===== src/rtl/led_ctrl_pkg.sv =====
// Shared definitions for the LED status-chain controller: channel mode
// encodings, serializer states and a small mode classification helper.
package led_ctrl_pkg;

  localparam int MODE_W = 4;

  typedef logic [MODE_W-1:0] mode_t;

  localparam mode_t LED_OFF    = 4'd0;
  localparam mode_t LED_ON     = 4'd1;
  localparam mode_t LED_SPARK  = 4'd2;
  localparam mode_t LED_SPARK1 = 4'd3;
  localparam mode_t LED_BLING  = 4'd4;

  typedef enum logic [1:0] {
    SH_IDLE,
    SH_SHIFT,
    SH_LATCH
  } shift_state_e;

  // Periodic modes keep their phase when the same mode is written again.
  function automatic logic is_periodic(input mode_t m);
    return (m == LED_SPARK1) || (m == LED_BLING);
  endfunction

endpackage


===== src/rtl/led_shift_n.sv =====
// Serializer for a 74HC595-style chain: shifts WIDTH bits MSB first with
// DIV-cycle shift-clock half periods, then pulses the storage latch.
module led_shift_n
  import led_ctrl_pkg::*;
#(
  parameter int WIDTH = 8,
  parameter int DIV   = 4
) (
  input  logic             clk,
  input  logic             rst_n,
  input  logic             start,
  input  logic [WIDTH-1:0] din,
  output logic             busy,
  output logic             sft_shcp,
  output logic             sft_stcp,
  output logic             sft_ds
);

  localparam int DIV_W = (DIV > 1) ? $clog2(DIV) : 1;
  localparam int BIT_W = (WIDTH > 1) ? $clog2(WIDTH) : 1;
  localparam logic [DIV_W-1:0] DIV_LAST = DIV_W'(DIV - 1);
  localparam logic [BIT_W-1:0] BIT_LAST = BIT_W'(WIDTH - 1);

  shift_state_e     state_q, state_d;
  logic [DIV_W-1:0] div_q, div_d;
  logic [BIT_W-1:0] bit_q, bit_d;
  logic [WIDTH-1:0] sr_q, sr_d;
  logic [WIDTH-1:0] sr_shift;
  logic             shcp_q, shcp_d;
  logic             stcp_q, stcp_d;
  logic             ds_q, ds_d;

  assign sr_shift = sr_q << 1;

  // State and output registers; reset aborts any frame with all lines low.
  always_ff @(posedge clk) begin
    if (!rst_n) begin
      state_q <= SH_IDLE;
      div_q   <= '0;
      bit_q   <= '0;
      sr_q    <= '0;
      shcp_q  <= 1'b0;
      stcp_q  <= 1'b0;
      ds_q    <= 1'b0;
    end else begin
      state_q <= state_d;
      div_q   <= div_d;
      bit_q   <= bit_d;
      sr_q    <= sr_d;
      shcp_q  <= shcp_d;
      stcp_q  <= stcp_d;
      ds_q    <= ds_d;
    end
  end

  // Next-state logic; data only moves on the edge that drops the shift clock.
  always_comb begin
    state_d = state_q;
    div_d   = div_q;
    bit_d   = bit_q;
    sr_d    = sr_q;
    shcp_d  = shcp_q;
    stcp_d  = stcp_q;
    ds_d    = ds_q;
    case (state_q)
      SH_IDLE: begin
        if (start) begin
          state_d = SH_SHIFT;
          sr_d    = din;
          ds_d    = din[WIDTH-1];
          div_d   = '0;
          bit_d   = '0;
          shcp_d  = 1'b0;
        end
      end
      SH_SHIFT: begin
        if (div_q == DIV_LAST) begin
          div_d = '0;
          if (!shcp_q) begin
            shcp_d = 1'b1;
          end else begin
            shcp_d = 1'b0;
            if (bit_q == BIT_LAST) begin
              state_d = SH_LATCH;
              stcp_d  = 1'b1;
              ds_d    = 1'b0;
            end else begin
              bit_d = bit_q + BIT_W'(1);
              sr_d  = sr_shift;
              ds_d  = sr_shift[WIDTH-1];
            end
          end
        end else begin
          div_d = div_q + DIV_W'(1);
        end
      end
      SH_LATCH: begin
        if (div_q == DIV_LAST) begin
          div_d   = '0;
          stcp_d  = 1'b0;
          state_d = SH_IDLE;
        end else begin
          div_d = div_q + DIV_W'(1);
        end
      end
      default: state_d = SH_IDLE;
    endcase
  end

  assign busy     = (state_q != SH_IDLE);
  assign sft_shcp = shcp_q;
  assign sft_stcp = stcp_q;
  assign sft_ds   = ds_q;

endmodule


===== src/rtl/led_ctrl_n.sv =====
// LED controller top: per-channel mode/counter logic, refresh coalescing
// through a single pending flag, and the serial chain driver.
module led_ctrl_n
  import led_ctrl_pkg::*;
#(
  parameter int CH        = 8,
  parameter int CNT_W     = 25,
  parameter int SPARK_MAX = 30000000,
  parameter int BLING_MAX = 8,
  parameter int SHIFT_DIV = 4
) (
  input  logic                clk,
  input  logic                rst_n,
  input  logic                vld,
  input  logic [4*CH-1:0]     reg_din,
  input  logic [CH-1:0]       led_tick,
  output logic                sft_shcp,
  output logic                sft_stcp,
  output logic                sft_ds,
  output logic                busy
);

  localparam logic [CNT_W-1:0] SPARK_CNT = CNT_W'(SPARK_MAX);
  localparam logic [CNT_W-1:0] BLING_CNT = CNT_W'(BLING_MAX);

  logic [CH-1:0] led_vec;
  logic [CH-1:0] expire_vec;
  logic          pending_q, pending_d;
  logic          request;
  logic          start;
  logic          shift_busy;

  for (genvar gi = 0; gi < CH; gi++) begin : g_ch
    mode_t            mode_q, mode_d, mode_new;
    logic             led_q, led_d;
    logic [CNT_W-1:0] cnt_q, cnt_d;
    logic             expire;
    logic             load;

    assign mode_new = reg_din[MODE_W*gi +: MODE_W];
    assign load     = vld && !(is_periodic(mode_new) && (mode_new == mode_q));
    assign expire   = (((mode_q == LED_SPARK) || (mode_q == LED_SPARK1)) && (cnt_q == SPARK_CNT))
                   || ((mode_q == LED_BLING) && (cnt_q == BLING_CNT));

    // Channel registers.
    always_ff @(posedge clk) begin
      if (!rst_n) begin
        mode_q <= LED_OFF;
        led_q  <= 1'b0;
        cnt_q  <= '0;
      end else begin
        mode_q <= mode_d;
        led_q  <= led_d;
        cnt_q  <= cnt_d;
      end
    end

    // A new write wins over expiry; cnt==0 means the channel is not timing.
    always_comb begin
      mode_d = vld ? mode_new : mode_q;
      led_d  = led_q;
      cnt_d  = cnt_q;
      if (load) begin
        case (mode_new)
          LED_ON: begin
            led_d = 1'b1;
            cnt_d = '0;
          end
          LED_SPARK, LED_SPARK1, LED_BLING: begin
            led_d = 1'b1;
            cnt_d = CNT_W'(1);
          end
          default: begin
            led_d = 1'b0;
            cnt_d = '0;
          end
        endcase
      end else if (expire) begin
        if (mode_q == LED_SPARK) begin
          led_d = 1'b0;
          cnt_d = '0;
        end else begin
          led_d = ~led_q;
          cnt_d = CNT_W'(1);
        end
      end else if (cnt_q != '0) begin
        if (mode_q == LED_BLING) begin
          cnt_d = cnt_q + CNT_W'(led_tick[gi]);
        end else begin
          cnt_d = cnt_q + CNT_W'(1);
        end
      end
    end

    assign led_vec[gi]    = led_q;
    assign expire_vec[gi] = expire;
  end

  assign request = vld | (|expire_vec);
  assign start   = pending_q & ~shift_busy;

  // Requests arriving while a frame is shifting collapse into one follow-up.
  always_comb begin
    pending_d = request | (pending_q & ~start);
  end

  // Pending flag register.
  always_ff @(posedge clk) begin
    if (!rst_n) begin
      pending_q <= 1'b0;
    end else begin
      pending_q <= pending_d;
    end
  end

  led_shift_n #(
    .WIDTH (CH),
    .DIV   (SHIFT_DIV)
  ) u_shift (
    .clk      (clk),
    .rst_n    (rst_n),
    .start    (start),
    .din      (led_vec),
    .busy     (shift_busy),
    .sft_shcp (sft_shcp),
    .sft_stcp (sft_stcp),
    .sft_ds   (sft_ds)
  );

  assign busy = shift_busy;

endmodule


===== config.mk =====
export PLATFORM = sky130hd
export DESIGN_NAME = led_ctrl_n
export DESIGN_NICKNAME = d
export VERILOG_FILES = /design/src/rtl/led_ctrl_pkg.sv /design/src/rtl/led_shift_n.sv /design/src/rtl/led_ctrl_n.sv
export SDC_FILE = /design/constraint.sdc
export NUM_CORES = 1
export LEC_CHECK = 0
export ABC_AREA = 1
export BUFFER_PORTS_ARGS = -buffer_cell sky130_fd_sc_hd__buf_2
export CAP_MARGIN = 30
export CORE_UTILIZATION = 55
export DETAILED_ROUTE_END_ITERATION = 10
export GPL_TIMING_DRIVEN = 0
export PLACE_DENSITY = 0.72
export SLEW_MARGIN = 20
export SYNTH_ARGS = -nofsm -noshare
export SYNTH_HDL_FRONTEND = slang
export SYNTH_SLANG_ARGS = --single-unit

===== constraint.sdc =====
create_clock -name clk -period 4.7 [get_ports clk]
set_clock_uncertainty 0.2 [all_clocks]
set_input_delay 0.94 -clock clk [delete_from_list [all_inputs] [get_ports clk]]
set_output_delay 0.94 -clock clk [all_outputs]
set_load 0.1 [all_outputs]

# Word-level counts from Yosys, hierarchy flattened
# Cells that the tools add are included.
# W data, S select, Z words.
totals:
  mem_count: 0
  romBits: 0
  output_inout_bits: 4
  inputBits: 43
  mem_bits_rw: 0
  latchBits: 0
  regBits: 258
  wordCells: 384
classes:
  shifts: 0
  muxes: 113
  n_addsub: 18
  mul: 0
  n_eq_ne: 90
  n_reduce_logical: 117
  div: 0
  n_bitwise: 14
  n_lt_le_gt_ge: 0
ops:
  columns: ["operator", "count"]
  rows:
  - ["$mux W25", 32]
  - ["$add A25 B1 Y25", 8]
  - ["$add A25 B1 Y25 const B", 8]
  - ["$eq A25 B25 Y1 const B", 8]
  - ["$eq A25 B4 Y1 const B", 8]
  - ["$reduce_bool A25 Y1", 8]
  - ["$eq A4 B2 Y1 const B", 32]
  - ["$eq A4 B3 Y1 const B", 16]
  - ["$mux W1", 59]
  - ["$eq A4 B1 Y1 const B", 8]
  - ["$eq A4 B4 Y1", 8]
  - ["$logic_and A1 B1 Y1", 32]
  - ["$reduce_or A4 Y1", 8]
  - ["$mux W7", 4]
  - ["$logic_or A1 B1 Y1", 24]
  - ["$reduce_bool A2 Y1", 12]
  - ["$reduce_bool A3 Y1", 8]
  - ["$reduce_or A3 Y1", 8]
  - ["$reduce_and A5 Y1", 3]
  - ["$mux W2", 7]
  - ["$pmux W7 S2", 1]
  - ["$mux W3", 4]
  - ["$not A1 Y1", 10]
  - ["$logic_not A1 Y1", 8]
  - ["19 further kinds", 28]

# Depth between registers and ports, before layout
# Gate-level depths: netlist of run 1.
logic_depth:
  word_depth: 7
  ltp_mapped: 15
  depth_no_buf: 15

# Hierarchy
# From an unflattened synthesis of run 1, not the netlist that was laid out.
unflattened:
  hier_cells: 2512
  area_unflattened_um2: 15801.4
by_module_without_submodules:
  columns: ["mod", "instances", "seq_area_each_um2", "area_each_um2", "cells_each"]
  rows:
  - ["led_ctrl_n", 1, 4824.6, 14792.9, 2360]
  - ["led_shift_n", 1, 340.3, 1008.5, 152]

# Least setup slack after synthesis of run 1
# No wires, ideal clock.
synth_timing:
  path_type: "input -> register"
  startpoint: "in led_tick[1]"
  endpoint: "reg g_ch[1].cnt_q[16]"
  t_required_ns: 4.384
  n_path_buf: 0
  path_stages: 10
  arrival_time_ns: 2.346
  setup_ns: 0.116
  setup_slack_ns: 2.039
  path_cell_list: "or2_2 -> ha_1 -> ha_1 -> nand2_2 -> nor3_4 -> nand3b_2 -> or2_4 -> nor2_8 -> nand3_1 -> and3_1"
synth_via:
  elab_chain_len: 5
synth_lines:
  columns: ["element", "line_no", "rtl"]
  rows:
  - ["from (decl)", "led_ctrl_n.sv:16", "input logic [CH-1:0] led_tick,"]
  - ["$add A25 B1 Y25", "led_ctrl_n.sv:88", "cnt_d = cnt_q + CNT_W'(led_tick[gi]);"]
  - ["$mux W25", "led_ctrl_n.sv:87", "if (mode_q == LED_BLING) begin"]
  - ["$mux W25", "led_ctrl_n.sv:86", "end else if (cnt_q != '0) begin"]
  - ["$mux W25", "led_ctrl_n.sv:78", "end else if (expire) begin"]
  - ["$mux W25", "led_ctrl_n.sv:63", "if (load) begin"]
  - ["to (signal assigned)", "led_ctrl_n.sv:54", "cnt_q <= cnt_d;"]
  - ["to (decl)", "led_ctrl_n.sv:36", "logic [CNT_W-1:0] cnt_q, cnt_d;"]
# Every way passes these cells. The select of a mux whose other input is x is not followed.
# A chain may end at the register's enable or synchronous reset.

# Worst setup path in the final report of run 1
layout_timing:
  startpoint: "reg u_shift.state_q[0]"
  endpoint: "out busy"
layout_via:
  elab_chain_len: 1
layout_lines:
  columns: ["element", "line_no", "rtl"]
  rows:
  - ["from (decl)", "led_shift_n.sv:24", "shift_state_e state_q, state_d;"]
  - ["from (signal assigned)", "led_shift_n.sv:46", "state_q <= state_d;"]
  - ["$reduce_bool A2 Y1", "led_shift_n.sv:110", "assign busy = (state_q != SH_IDLE);"]
  - ["to (decl)", "led_ctrl_n.sv:20", "output logic busy"]
# Every way passes these cells.

==> results of run 1 <==
-- cells in the mapped netlist, types with 6 or more instances --
library cell	count	area, sq um
nand3_1	190	951
nor3_1	148	741
clkbuf_1	16	60.1
a31oi_1	21	131
nand3_2	6	60.1
or2_2	11	68.8
nor3b_1	20	150
a21oi_1	72	360
nor2_2	13	81.3
dfxtp_1	258	5160
xor2_1	89	780
nor3_2	9	90.1
nand2_2	10	62.6
inv_2	9	33.8
nor2_1	499	1870
o21ai_0	78	390
xnor2_1	9	78.8
nor2_4	6	67.6
nor4_1	27	169
buf_2	17	85.1
ha_1	22	275
nand4_1	93	582
nand3b_1	9	67.6
inv_1	298	1120
nand2_1	453	1700
-- worst max path at each step --
stage | slack (ns) | start | endpoint | cells after the start
after floorplan | 2.04 | led_tick[1] | g_ch[1].cnt_q[16] | 10
after global placement | 1.65 | led_tick[2] | g_ch[2].cnt_q[24] | 13
after detailed placement | 1.66 | led_tick[3] | g_ch[3].cnt_q[22] | 13
after CTS | 1.74 | u_shift.state_q[0] | busy | 4
after global routing | 1.65 | u_shift.state_q[0] | busy | 4
final | 1.74 | u_shift.state_q[0] | busy | 4
-- critical path, cell delays in order (launching register included) --
cell and delay [ns]:
dfxtp_1 0.36, inv_1 0.07, ha_1 0.25, inv_1 0.11, buf_2 0.46
-- state kept, by name, indices dropped and copies added (netlist names) --
name and flops:
g_ch.cnt_q 200, g_ch.mode_q 32, g_ch.led_q 8, u_shift.sr_q 7
u_shift.bit_q 3, u_shift.div_q 2, u_shift.state_q 2, pending_q 1
u_shift.sft_ds 1, u_shift.sft_shcp 1, u_shift.sft_stcp 1
-- final cells by class --
type                            count  share of cell area, %
Multi-Input combinational cell   1816                   51.9
Buffer                             43                   1.38
Timing Repair Buffer               45                   1.30
Inverter                          308                   6.68
Clock inverter                      5                  0.463
Antenna cell                        5                 0.0723
Clock buffer                       50                   5.59
Sequential cell                   258                   29.9
Tap cell                          378                   2.73
-- kinds of logic (layout without fill, tap and decap cells) --
| group | count (synthesis) | in the layout | share of synthesized area, % |
|---|---|---|---|
| compound gates | 182 | 182 | 6.21 |
| buf+inv | 351 | 451 | 8.98 |
| flops | 258 | 258 | 33.2 |
| fa+ha+maj | 22 | 22 | 1.77 |
| simple gates | 1514 | 1514 | 44.3 |
| xor+xnor | 98 | 98 | 5.52 |
| other cells | 0 | 5 | 0 |
-- through the flow --
step / worst slack (ns) / std cells
final: 1.74 / 2908
after CTS: 1.74 / 2903
after global routing: 1.65 / 2907
after detailed placement: 1.66 / 2848
after global placement: 1.65 / 2848
after floorplan: 2.04 / 2425
-- placed cells by master, fill, tap and decap left out, types with 10 or more instances in the layout --
cell type	n
nor2_1	499
nand2_1	453
inv_1	298
dfxtp_1	258
nand3_1	190
nor3_1	148
nand4_1	93
xor2_1	89
o21ai_0	78
a21oi_1	72
buf_2	62
clkbuf_16	31
nor4_1	27
clkbuf_1	23
ha_1	22
a31oi_1	21
nor3b_1	20
nor2_2	13
clkbuf_8	12
or2_2	11
nand2_2	10
-- routing by layer --
layer	track usage, %	vias up	wire length [um]
met2	48.1	389	18800
met3	3.93	74	2330
met4	8.77	4	1080
met1	37.9	7212	19000
met5	0	-	26
li1	-	8054	-
-- power by group --
part	internal (mW)	total (mW)	leakage, nW	switching (mW)
combinational	0.212	0.751	4.33	0.539
sequential	2.27	2.33	2.09	0.0624
clock	1.50	2.42	0.509	0.917
total	3.98	5.50	6.93	1.52
==> impl_metrics.py, run 1 <==
metrics = {
    "run_status": {
        "outcome": "finished, final reports clean",
    },
    "global_route": {
        "grt_use_total_pct": 28.6,
        "antenna_found_initial": 6,
        "grt_first_pass_wirelength_mm": 68.3,
        "overflow": 0,
        "grt_max_degree": 15,
        "grt_pass1_vias": 14500,
    },
    "power_and_ir_drop": {
        "p_per_area_nw_per_um2": 318,
        "finalPower_mw": 5.50,
        "leakage_nw": 6.93,
        "ir_drop_mv": 0.258,
    },
    "floorplan": {
        "die_w_um": 170,
        "fp.dieH_um": 170,
        "rows": 61,
        "dieArea_sq_um": 28900,
        "start_util_pct": 55.9,
        "ios": 47,
        "core-area_sq_um": 27800,
    },
    "timing": {
        "fmax_mhz": 338,
        "hold_ws_ns": 0.278,
        "min_period_over_period_pct": 63.0,
        "min_period_ns": 2.96,
        "setup-violations-final": 0,
        "tightest_slew_ns": 0.868,
        "finalHoldViolCount": 0,
        "drv_slew": 0,
        "fin_tns_setup_ns": 0,
        "rsz0062_at_grt": "false",
        "slew_headroom_pct": 42.1,
    },
    "worst_hold_path": {
        "hold_path_depth": 2,
        "hold_path.startpoint": "u_shift.sr_q[0]",
        "min_to": "u_shift.sr_q[0]",
        "hold_path.class": "flip-flop to flip-flop",
    },
    "finish": {
        "multiInputGateArea_sq_um": 8980,
        "area_delta_synth_final_pct": 11.3,
        "layout-drive-gt1-share_pct": 7.88,
        "utilization_pct": 62.3,
        "nets": 2567,
        "stdcell_area_sq_um": 17300,
        "fillers": 2686,
        "seqCellArea_sq_um": 5160,
    },
    "setup_path": {
        "cp_max_fo": 5,
        "arrival_ns": 1.82,
        "r2r_cells": 12,
        "critPathCaptureType": "output port",
        "worstPathRequired_ns": 3.56,
        "reg2reg_to": "g_ch[6].cnt_q[22]",
        "crit_type": "flip-flop to output port",
        "crit_path_start_kind": "flip-flop",
        "r2r_start": "g_ch[6].mode_q[1]",
        "reg2reg_slack_ns": 2.03,
    },
    "placed_design": {
        "dp_hpwl_mm": 31.3,
        "place_area_sq_um": 16200,
        "io_buffers": 45,
        "gp_congestion": 0.950,
    },
    "drt": {
        "detail-route-antenna-nets": 0,
        "totalWireLength_mm": 41.3,
        "via_count": 15700,
        "drc": 0,
        "routedWlPerCell_um": 14.2,
        "drt_first_iter_violations": 1181,
        "avgViaCountPerCell": 5.41,
        "drtPass1Iterations": 6,
    },
    "cts": {
        "cts.sinks": 258,
        "cts_tree": "built",
        "post_cts.repair.setup_buffers": 0,
        "cts_inserted_buffers": 30,
        "clk_path_buf_depth": 3,
        "clk_pin_slew_ns": 0.06,
        "h-tree-depth": 1,
        "cts_root_buf": "clkbuf_16",
        "ctsHoldBuffers": 0,
        "clk_latency_ns": 0.55,
        "cts_resized": 0,
    },
    "yosys": {
        "synth_edf_count": 0,
        "syn_area_sq_um": 15500,
        "avgSynthCellArea_sq_um": 6.41,
        "async_reset_ff_share_pct": 0,
        "ys_ff_latch": 258,
        "ys_seq_area_share_pct": 33.2,
        "ys_warn_count": 0,
        "ys_types": 45,
        "synthCells": 2425,
        "syn_nets": 2490,
        "ys.flop_type": "dfxtp_1",
    },
    "job": {
        "cap_violations": 0,
    },
}
No activity file was read; power rests on OpenSTA's default activity.
==> inputs of run 2 (changes only) <==
==> constraint.sdc (replaced) <==
create_clock -name clk -period 2.74 [get_ports clk]
set_clock_uncertainty 0.2 [all_clocks]
set_input_delay 0.548 -clock clk [delete_from_list [all_inputs] [get_ports clk]]
set_output_delay 0.548 -clock clk [all_outputs]
set_load 0.1 [all_outputs]
==> run 2 against run 1 <==
Compared with the run above:
- core utilization increased by 0.26 points
- sequential power increased by 72%
- count of clock-buffer cells in the layout unchanged
- clock power increased by 71%
- final area increased by 0.41%
- largest power group unchanged
- highest routed layer unchanged
- die area unchanged
- setup slack got worse by 1.6 ns
- register-to-register slack got worse by 1.8 ns
==> impl_metrics.py, run 2 (synthesized netlist as in run 1, its figures left out) <==
metrics = {
    "setup_path": {
        "crit_end": "busy",
        "crit_path_start_kind": "flip-flop",
        "critPathCaptureType": "output port",
        "cp_max_fo": 5,
        "crit_type": "flip-flop to output port",
        "crit_top_cell": "inv_1",
        "cpPeakStageDelay_ns": 0.46,
        "crit_slowest_cell": "buf_2",
        "crit_path_cell_trace": "inv_1, ha_1, inv_1, buf_2",
        "r2r_cells": 12,
        "reg2reg_slack_ns": 0.19,
        "worstPathRequired_ns": 1.99,
        "arrival_ns": 1.82,
        "reg2reg_to": "g_ch[6].cnt_q[22]",
        "r2r_start": "g_ch[6].mode_q[1]",
        "crit_start": "u_shift.state_q[0]",
    },
    "timing": {
        "fmax_mhz": 389,
        "drv_slew": 0,
        "tightest_slew_ns": 0.883,
        "finalHoldViolCount": 0,
        "setup-violations-final": 0,
        "setup_slack_ns": 0.171,
        "slew_headroom_pct": 41.1,
        "min_period_ns": 2.57,
        "rsz0062_at_grt": "true",
        "min_period_over_period_pct": 93.8,
    },
    "run_status": {
        "outcome": "finished, final reports clean",
    },
    "global_route": {
        "antenna_found_initial": 6,
        "grt_pass1_vias": 14500,
        "grt_use_total_pct": 28.6,
        "grt_max_degree": 15,
        "overflow": 0,
        "grt_first_pass_wirelength_mm": 68.3,
    },
    "finish": {
        "nets": 2570,
        "layout_commonest_cell": "nor2_1",
        "top_register": "g_ch.cnt_q",
        "fin_cells": 2911,
        "largest_reg_flops": 200,
        "top_regs": "g_ch.cnt_q: 200 flops, g_ch.mode_q: 32 flops, g_ch.led_q: 8 flops",
        "final_cell_mix": "493 x nor2_1, 453 x nand2_1, 298 x inv_1",
        "area_delta_synth_final_pct": 11.8,
        "layout-drive-gt1-share_pct": 8.54,
    },
    "drt": {
        "routedWlPerCell_um": 14.2,
        "avgViaCountPerCell": 5.41,
        "drc": 0,
        "drt_first_iter_violations": 1186,
        "detail-route-antenna-nets": 0,
        "via_count": 15700,
        "drtPass1Iterations": 8,
        "totalWireLength_mm": 41.3,
    },
    "cts": {
        "clk_pin_slew_ns": 0.06,
        "cts.sinks": 258,
        "h-tree-depth": 1,
        "clk_path_buf_depth": 3,
        "cts_tree": "built",
        "clk_latency_ns": 0.56,
        "cts_root_buf": "clkbuf_16",
        "cts_inserted_buffers": 30,
    },
    "placed_design": {
        "gp_congestion": 0.950,
        "io_buffers": 45,
        "dp_hpwl_mm": 31.3,
        "placed_cells": 2848,
        "place_ws_ns": 0.0893,
    },
    "floorplan": {
        "fp.dieH_um": 170,
        "rows": 61,
        "start_util_pct": 55.9,
        "dieArea_sq_um": 28900,
        "die_w_um": 170,
        "ios": 47,
        "core-area_sq_um": 27800,
    },
    "worst_hold_path": {
        "hold_path.class": "input pin to flip-flop",
    },
    "power_and_ir_drop": {
        "p_per_area_nw_per_um2": 542,
        "leakage_nw": 6.97,
        "ir_drop_mv": 0.440,
        "finalPower_mw": 9.42,
    },
    "job": {
        "cap_violations": 0,
    },
}
[run 2: cell count changes in the layout (fill, tap and decap cells not counted), sizes merged]
| cell | before | now |
|---|---|---|
| buf | 72 | 75 |
[run 2: layout make-up]
cell class | instances | area [sq um]
Timing Repair Buffer | 48 | 248
Clock inverter | 5 | 80.1
Fill cell | 2684 | 10400
Antenna cell | 5 | 12.5
Tap cell | 378 | 473
Inverter | 308 | 1160
Multi-Input combinational cell | 1816 | 9020
Sequential cell | 258 | 5170
Buffer | 43 | 239
Clock buffer | 50 | 967
[run 2: repair_timing]
item                                    in CTS  in global routing
endpoints found under the setup margin       0                 18
gates resized for setup                      0                 17
setup buffers                                0                  3
hold buffers                                 0                  0
[run 2: layer usage]
metal | global-route usage (%) | share of wire (%) | vias to the layer above
met4 | 8.77 | 2.7 | 4
met2 | 48.1 | 46 | 396
met1 | 37.9 | 46 | 7193
met5 | 0 | 0.063 | -
li1 | - | - | 8065
met3 | 3.93 | 5.7 | 76
[run 2: power by group]
group / total (mW) / internal [mW] / switching (mW)
clock network: 4.13 / 2.57 / 1.57
registers: 4.00 / 3.89 / 0.107
logic: 1.29 / 0.365 / 0.925
[run 2: stage by stage]
step	util, %	cell area, sq um	TNS (ns)	hold slack (ns)
after floorplan	-	15500	0	0.244
after global placement	58.5	16200	0	0.255
after detailed placement	58.5	16200	0	0.261
after CTS	62.2	17300	0	0.0710
after global routing	62.5	17400	-0.0231	0.0889
final	62.5	17400	0	0.0846
[run 2: critical path: cells and delay by family, from the launching register on]
family	cells	cell delay (ns)
DFF	1	0.36
adders and majority gates	1	0.25
buffers and inverters	3	0.64
[run 2: worst min path at each step]
stage,endpoint,startpoint,depth (start not counted)
2_1_floorplan,u_shift.div_q[1],u_shift.div_q[1],2
3_3_place_gp,u_shift.div_q[1],u_shift.div_q[1],2
3_5_place_dp,u_shift.sr_q[0],u_shift.sr_q[0],2
4_1_cts,g_ch[6].mode_q[3],reg_din[27],3
5_1_grt,g_ch[6].mode_q[3],reg_din[27],3
6_report,g_ch[4].mode_q[2],reg_din[18],3
